## config.mk

```make
export PLATFORM = sky130hd
export DESIGN_NAME = clip_controller
export DESIGN_NICKNAME = d
export VERILOG_FILES = /design/src/rtl/clip_pkg.sv /design/src/rtl/button_debounce.sv /design/src/rtl/clip_controller.sv
export SDC_FILE = /design/constraint.sdc
export NUM_CORES = 1
export LEC_CHECK = 0
export CAP_MARGIN = 20
export CORE_MARGIN = 2
export CORE_UTILIZATION = 25
export DETAILED_ROUTE_END_ITERATION = 10
export PLACE_DENSITY = 0.46
export SETUP_SLACK_MARGIN = 0.4
export SYNTH_ARGS = -nofsm -noshare
export SYNTH_HDL_FRONTEND = slang
export SYNTH_SLANG_ARGS = --single-unit
```

## constraint.sdc

```tcl
create_clock -name clock_i -period 2.9 [get_ports clock_i]
set_clock_uncertainty 0.05 [all_clocks]
set_input_delay 0.29 -clock clock_i [delete_from_list [all_inputs] [get_ports clock_i]]
set_output_delay 0.29 -clock clock_i [all_outputs]
set_load 0.02 [all_outputs]
```

## src/rtl/clip_pkg.sv

```systemverilog
// Shared types and constants for the clip recorder front-panel control stage.
package clip_pkg;

    // Control states of the recorder front panel.
    typedef enum logic [1:0] {
        IDLE   = 2'd0,
        RECORD = 2'd1,
        PLAY   = 2'd2
    } clip_state_t;

    // Clip index as shown on one seven-segment digit.
    typedef logic [3:0] clip_idx_t;

    // Display code that blanks the digit.
    localparam clip_idx_t CLIP_NONE = 4'hF;

    // Step the selection cursor forward, wrapping from last back to 0.
    function automatic clip_idx_t sel_next(input clip_idx_t cur, input clip_idx_t last);
        return (cur == last) ? 4'd0 : cur + 4'd1;
    endfunction

    // Step the selection cursor backward, wrapping from 0 to last.
    function automatic clip_idx_t sel_prev(input clip_idx_t cur, input clip_idx_t last);
        return (cur == 4'd0) ? last : cur - 4'd1;
    endfunction

endpackage

```

## src/rtl/button_debounce.sv

```systemverilog
// Debouncer for one raw push-button: synchronizes the pin, accepts a new
// level only after it has been stable for DEBOUNCE_CYCLES consecutive cycles,
// and emits a single-cycle pulse when the accepted level rises.
module button_debounce #(
    parameter int DEBOUNCE_CYCLES = 1000000
) (
    input  logic clock_i,
    input  logic reset_i,
    input  logic button_i,
    output logic pressed_o
);

    localparam int CNT_W = $clog2(DEBOUNCE_CYCLES + 1);
    // The level flips on the cycle the counter would reach DEBOUNCE_CYCLES.
    localparam logic [CNT_W-1:0] LAST_COUNT = CNT_W'(DEBOUNCE_CYCLES - 1);

    logic             sync_ff1;
    logic             sync_ff2;
    logic             accepted;
    logic [CNT_W-1:0] count;

    // Two-flop synchronizer for the asynchronous button pin.
    always_ff @(posedge clock_i or negedge reset_i) begin
        if (!reset_i) begin
            sync_ff1 <= 1'b0;
            sync_ff2 <= 1'b0;
        end else begin
            sync_ff1 <= button_i;
            sync_ff2 <= sync_ff1;
        end
    end

    // Count consecutive disagreeing cycles; flip the accepted level and pulse on a rise.
    always_ff @(posedge clock_i or negedge reset_i) begin
        if (!reset_i) begin
            accepted  <= 1'b0;
            count     <= '0;
            pressed_o <= 1'b0;
        end else begin
            pressed_o <= 1'b0;
            if (sync_ff2 == accepted) begin
                count <= '0;
            end else if (count == LAST_COUNT) begin
                accepted  <= sync_ff2;
                count     <= '0;
                pressed_o <= sync_ff2;
            end else begin
                count <= count + 1'b1;
            end
        end
    end

endmodule

```

## src/rtl/clip_controller.sv

```systemverilog
// Front-panel control for the clip recorder: debounces the four buttons,
// tracks the selected clip, runs the idle/record/play state machine and
// drives registered display digits and audio-path enables.
module clip_controller
    import clip_pkg::*;
#(
    parameter int SYSTEM_FREQUENCY = 100000000,
    parameter int DEBOUNCE_CYCLES  = 1000000,
    parameter int NUM_CLIPS        = 10
) (
    input  logic                 clock_i,
    input  logic                 reset_i,
    input  logic                 btn_next_i,
    input  logic                 btn_prev_i,
    input  logic                 btn_record_i,
    input  logic                 btn_play_i,
    input  logic                 clip_done_i,
    output clip_idx_t            record_clip_o,
    output clip_idx_t            play_clip_o,
    output logic                 recording_o,
    output logic                 playing_o,
    output logic [NUM_CLIPS-1:0] clip_valid_o,
    output clip_state_t          state_o
);

    localparam clip_idx_t LAST_CLIP = 4'(NUM_CLIPS - 1);

    logic next_p;
    logic prev_p;
    logic record_p;
    logic play_p;

    clip_state_t          state;
    clip_state_t          state_n;
    clip_idx_t            sel;
    clip_idx_t            sel_n;
    logic [NUM_CLIPS-1:0] valid_n;

    button_debounce #(.DEBOUNCE_CYCLES(DEBOUNCE_CYCLES)) u_db_next (
        .clock_i  (clock_i),
        .reset_i  (reset_i),
        .button_i (btn_next_i),
        .pressed_o(next_p)
    );

    button_debounce #(.DEBOUNCE_CYCLES(DEBOUNCE_CYCLES)) u_db_prev (
        .clock_i  (clock_i),
        .reset_i  (reset_i),
        .button_i (btn_prev_i),
        .pressed_o(prev_p)
    );

    button_debounce #(.DEBOUNCE_CYCLES(DEBOUNCE_CYCLES)) u_db_record (
        .clock_i  (clock_i),
        .reset_i  (reset_i),
        .button_i (btn_record_i),
        .pressed_o(record_p)
    );

    button_debounce #(.DEBOUNCE_CYCLES(DEBOUNCE_CYCLES)) u_db_play (
        .clock_i  (clock_i),
        .reset_i  (reset_i),
        .button_i (btn_play_i),
        .pressed_o(play_p)
    );

    // Next state, selection and valid map. In IDLE only the highest-priority
    // press acts (record > play > next > prev); a play press on an empty
    // slot still wins priority and is simply dropped.
    always_comb begin
        state_n = state;
        sel_n   = sel;
        valid_n = clip_valid_o;
        case (state)
            IDLE: begin
                if (record_p) begin
                    state_n = RECORD;
                end else if (play_p) begin
                    if (clip_valid_o[sel]) begin
                        state_n = PLAY;
                    end
                end else if (next_p) begin
                    sel_n = sel_next(sel, LAST_CLIP);
                end else if (prev_p) begin
                    sel_n = sel_prev(sel, LAST_CLIP);
                end
            end
            RECORD: begin
                if (record_p || clip_done_i) begin
                    state_n      = IDLE;
                    valid_n[sel] = 1'b1;
                end
            end
            PLAY: begin
                if (play_p || clip_done_i) begin
                    state_n = IDLE;
                end
            end
            default: begin
                state_n = IDLE;
            end
        endcase
    end

    // State, selection and valid registers plus outputs derived from the
    // next values, so every output changes on the same edge as the state.
    always_ff @(posedge clock_i or negedge reset_i) begin
        if (!reset_i) begin
            state         <= IDLE;
            sel           <= 4'd0;
            clip_valid_o  <= '0;
            record_clip_o <= 4'd0;
            play_clip_o   <= CLIP_NONE;
            recording_o   <= 1'b0;
            playing_o     <= 1'b0;
        end else begin
            state         <= state_n;
            sel           <= sel_n;
            clip_valid_o  <= valid_n;
            record_clip_o <= (state_n == PLAY) ? CLIP_NONE : sel_n;
            play_clip_o   <= (state_n == PLAY) ? sel_n : CLIP_NONE;
            recording_o   <= (state_n == RECORD);
            playing_o     <= (state_n == PLAY);
        end
    end

    assign state_o = state;

endmodule

```

==> out/results.txt <==
Tot GR Track Use: 11.0%
Tmin final: 2.15 ns
crit path cell chain: ha_1 -> and4_1 -> nand2_2 -> or4_1 -> mux2_1
RSZ-0062 raised after global routing: false
vias in the first global route: 4334
fin. max-slew vios: 0
Post-synth EDFFs: 0
Root Driver: clkbuf_16
CTS tree: yes
Antenna Diode Count: 0
Post-Place Setup Slack: 0.746 ns
Synth area leader: dfrtp_1
total congestion overflow: 0
fin crit share: 74.2%
top cell type's share of synthesized area: 50.9%
Starting Density: 25.5%
status: completed
Routed Antenna Nets: 0
Mapped Cells: 552
Buffers on Ports: 28
setup_tns: 0 ns
core area: 22700 µm²
PD cells: 576 nW/µm²
synth unique cells: 58
drt drc: 0
count of clock tree sinks: 122
area grow syn2layout: 21.5%
Post-synth ARST share: 100%
H-Tree Depth: 4
Max Fanout on Critical Path: 4
Synth Cell Area: 5800 µm²
leak pwr: 2.92 nW
Switching Power: 0.822 mW
syn avg cell area: 10.5 µm²
I/O pin count: 29
CP Buf/Inv Count: 0
worst path arrival time: 2.40 ns
GPL Wtd Cong: 0.770
CTS Buf Count: 17
clk buf depth: 2
Die Y-Extent: 156 µm
sequential share of power: 43.0%
maximum vdd drop: 0.283 mV
Slew HR: 54.0%
Post-synth top cells: 118 x dfrtp_1, 66 x nor2_1, 31 x nand2_1
Final setup viols: 0
sequential fraction of the synthesis area: 52.7%
R2R setup slack: 0.75 ns
vias per cell: 4.75
Initial DRT Pass Iterations: 5
met3 wire length: 313 µm
syn_nets: 563
Setup crit end kind: register
max incr delay on CP: 0.59 ns
post-cts resize count: 0
fin nets: 601
post-route setup slack: 0.747 ns
Critical-path top delay cell: or4_1
Clk pwr share: 54.5%
initial antenna violation count: 0
die footprint: 24400 µm²
Highest Signal Layer: met4
Seq cells post-synth: 122
Max-cap violations: 0
FP Rows: 55
Req. time, crit path: 3.14 ns
setup bufs post-CTS: 0
endpoints failing hold: 0
FMAX: 464 MHz
Die W: 156 µm
global-route wire length before repair: 21.5 mm
worst slew pin tran: 0.684 ns
vias post-DR: 4215
DR WL met2: 5.85 mm
final WL: 12.2 mm
wire length per cell: 13.8 µm
largest net degree at the start of global routing: 53
worst min path class: primary input to register
Sw Ratio: 20.3%
Synth Flop Type: dfrtp_1
crit-path leading delay family: simple AND/OR/NAND/NOR gates
Clk pin slew, worst setup/hold paths: 0.05 ns
count leader, synth: dfrtp_1
Worst-Skew Late Latency: 0.41 ns
Int Power: 3.23 mW
ranking of synthesized cells by area: dfrtp_1 51%, nor2_1 4.3%, xnor2_1 4.2%
Crit Path Class: register to register
Ys Warns: 0
Comb power frac: 2.5%
DP HPWL: 8.43 mm
metal1 wirelength: 5.94 mm
startpoint types: register
first-iteration detailed-routing DRC count: 190
layout cell share with drive strength beyond 1: 10.4%
Util after Layout: 31.0%
==> area by class of cell <==
| type | instances | area [µm²] |
|---|---|---|
| clock inverter | 9 | 145 |
| sequential | 122 | 3060 |
| inverter | 10 | 37.5 |
| fill | 2343 | 15700 |
| tap | 285 | 357 |
| multi-input combinational | 403 | 2630 |
| timing repair buffer | 36 | 353 |
| clock buffer | 23 | 468 |
==> per-stage QoR <==
stage	instances	area (µm²)	power, mW	hold slack (ns)
floorplan	552	5800	1.81	-0.0556
global placement	855	6420	1.88	0.287
detailed placement	855	6420	1.88	0.287
CTS	888	7050	4.13	0.240
global route	888	7050	4.24	0.248
finish	888	7050	4.06	0.267
==> metal layers <==
metal  up-vias  track usage [%]
met2        40             17.6
met5         -                0
met4         0             4.24
met1      2091             14.2
met3         8             2.77
li1       2076                -
==> cell families after synthesis <==
kind of cell             Yosys count  synth area share [%]
AND/OR/NAND/NOR                  260                  25.0
flip-flops                       122                  52.7
AO/OA/AOI/OAI                     76                  9.40
XOR/XNOR                          55                  8.30
buffers and inverters             27                  1.98
multiplexers                       8                  1.73
adder cells (fa/ha/maj)            4                 0.863
==> cells in the final DEF, fill, tap and decap left out, types with 4 or more instances in the layout <==
master             n
dfrtp_1          118
nor2_1            66
nand2_1           31
xnor2_1           28
nand3_1           27
xor2_1            27
clkdlybuf4s50_1   27
a21oi_1           24
nand4_1           21
clkbuf_16         17
nor4_1            16
o21ai_0           15
or4_1             13
or3_1             13
inv_1             10
and3_1             9
o31ai_1            9
and2_1             8
nor3_1             8
nor3b_1            8
nand2b_1           8
buf_4              7
and4_1             6
a21o_1             6
nor4b_1            5
a31o_2             5
clkinv_2           5
nand3b_1           4
nor2b_1            4
mux2_2             4
ha_1               4
clkbuf_1           4
bufinv_16          4
dfstp_2            4
==> registers in the layout (all words and copies together), names as in the netlist, 4 cells and up <==
register           cells
clip_valid_o          10
play_clip_o            4
record_clip_o          4
sel                    4
u_db_next.count       20
u_db_play.count       20
u_db_prev.count       20
u_db_record.count     20
==> final timing paths <==
path | cells past startpoint | from | to
worst max-delay path | 5 | u_db_record.count[0] | u_db_record.accepted
worst min-delay path | 1 | btn_next_i | u_db_next.sync_ff1
worst max register to register | 5 | u_db_record.count[0] | u_db_record.accepted
worst min register to register | 0 | u_db_play.sync_ff1 | u_db_play.sync_ff2
max in group asynchronous | 3 | reset_i | u_db_record.sync_ff1
min in group asynchronous | 2 | reset_i | clip_valid_o[5]
==> power groups by stage <==
stage / Combinational [mW] / Clock (mW) / Sequential, mW
2_1_floorplan: 0.0440 / 0 / 1.77
3_3_place_gp: 0.105 / 0 / 1.77
3_5_place_dp: 0.106 / 0 / 1.77
4_1_cts: 0.108 / 2.28 / 1.74
5_1_grt: 0.120 / 2.37 / 1.74
6_report: 0.103 / 2.21 / 1.74
==> repair_timing <==
| action | CTS | global route |
|---|---|---|
| endpoints found under the setup margin | 0 | 0 |
| hold buffers | 1 | 0 |
| hold endpoints to repair | 46 | 0 |
==> worst reg2reg max path: cells and delay by family (launching register included) <==
family / cells / cell delay (ns)
multiplexers: 1 / 0.34
flip-flops: 1 / 0.38
AND/OR/NAND/NOR: 3 / 1.03
adder cells (fa/ha/maj): 1 / 0.24
Power figures use the tool's default switching activity.
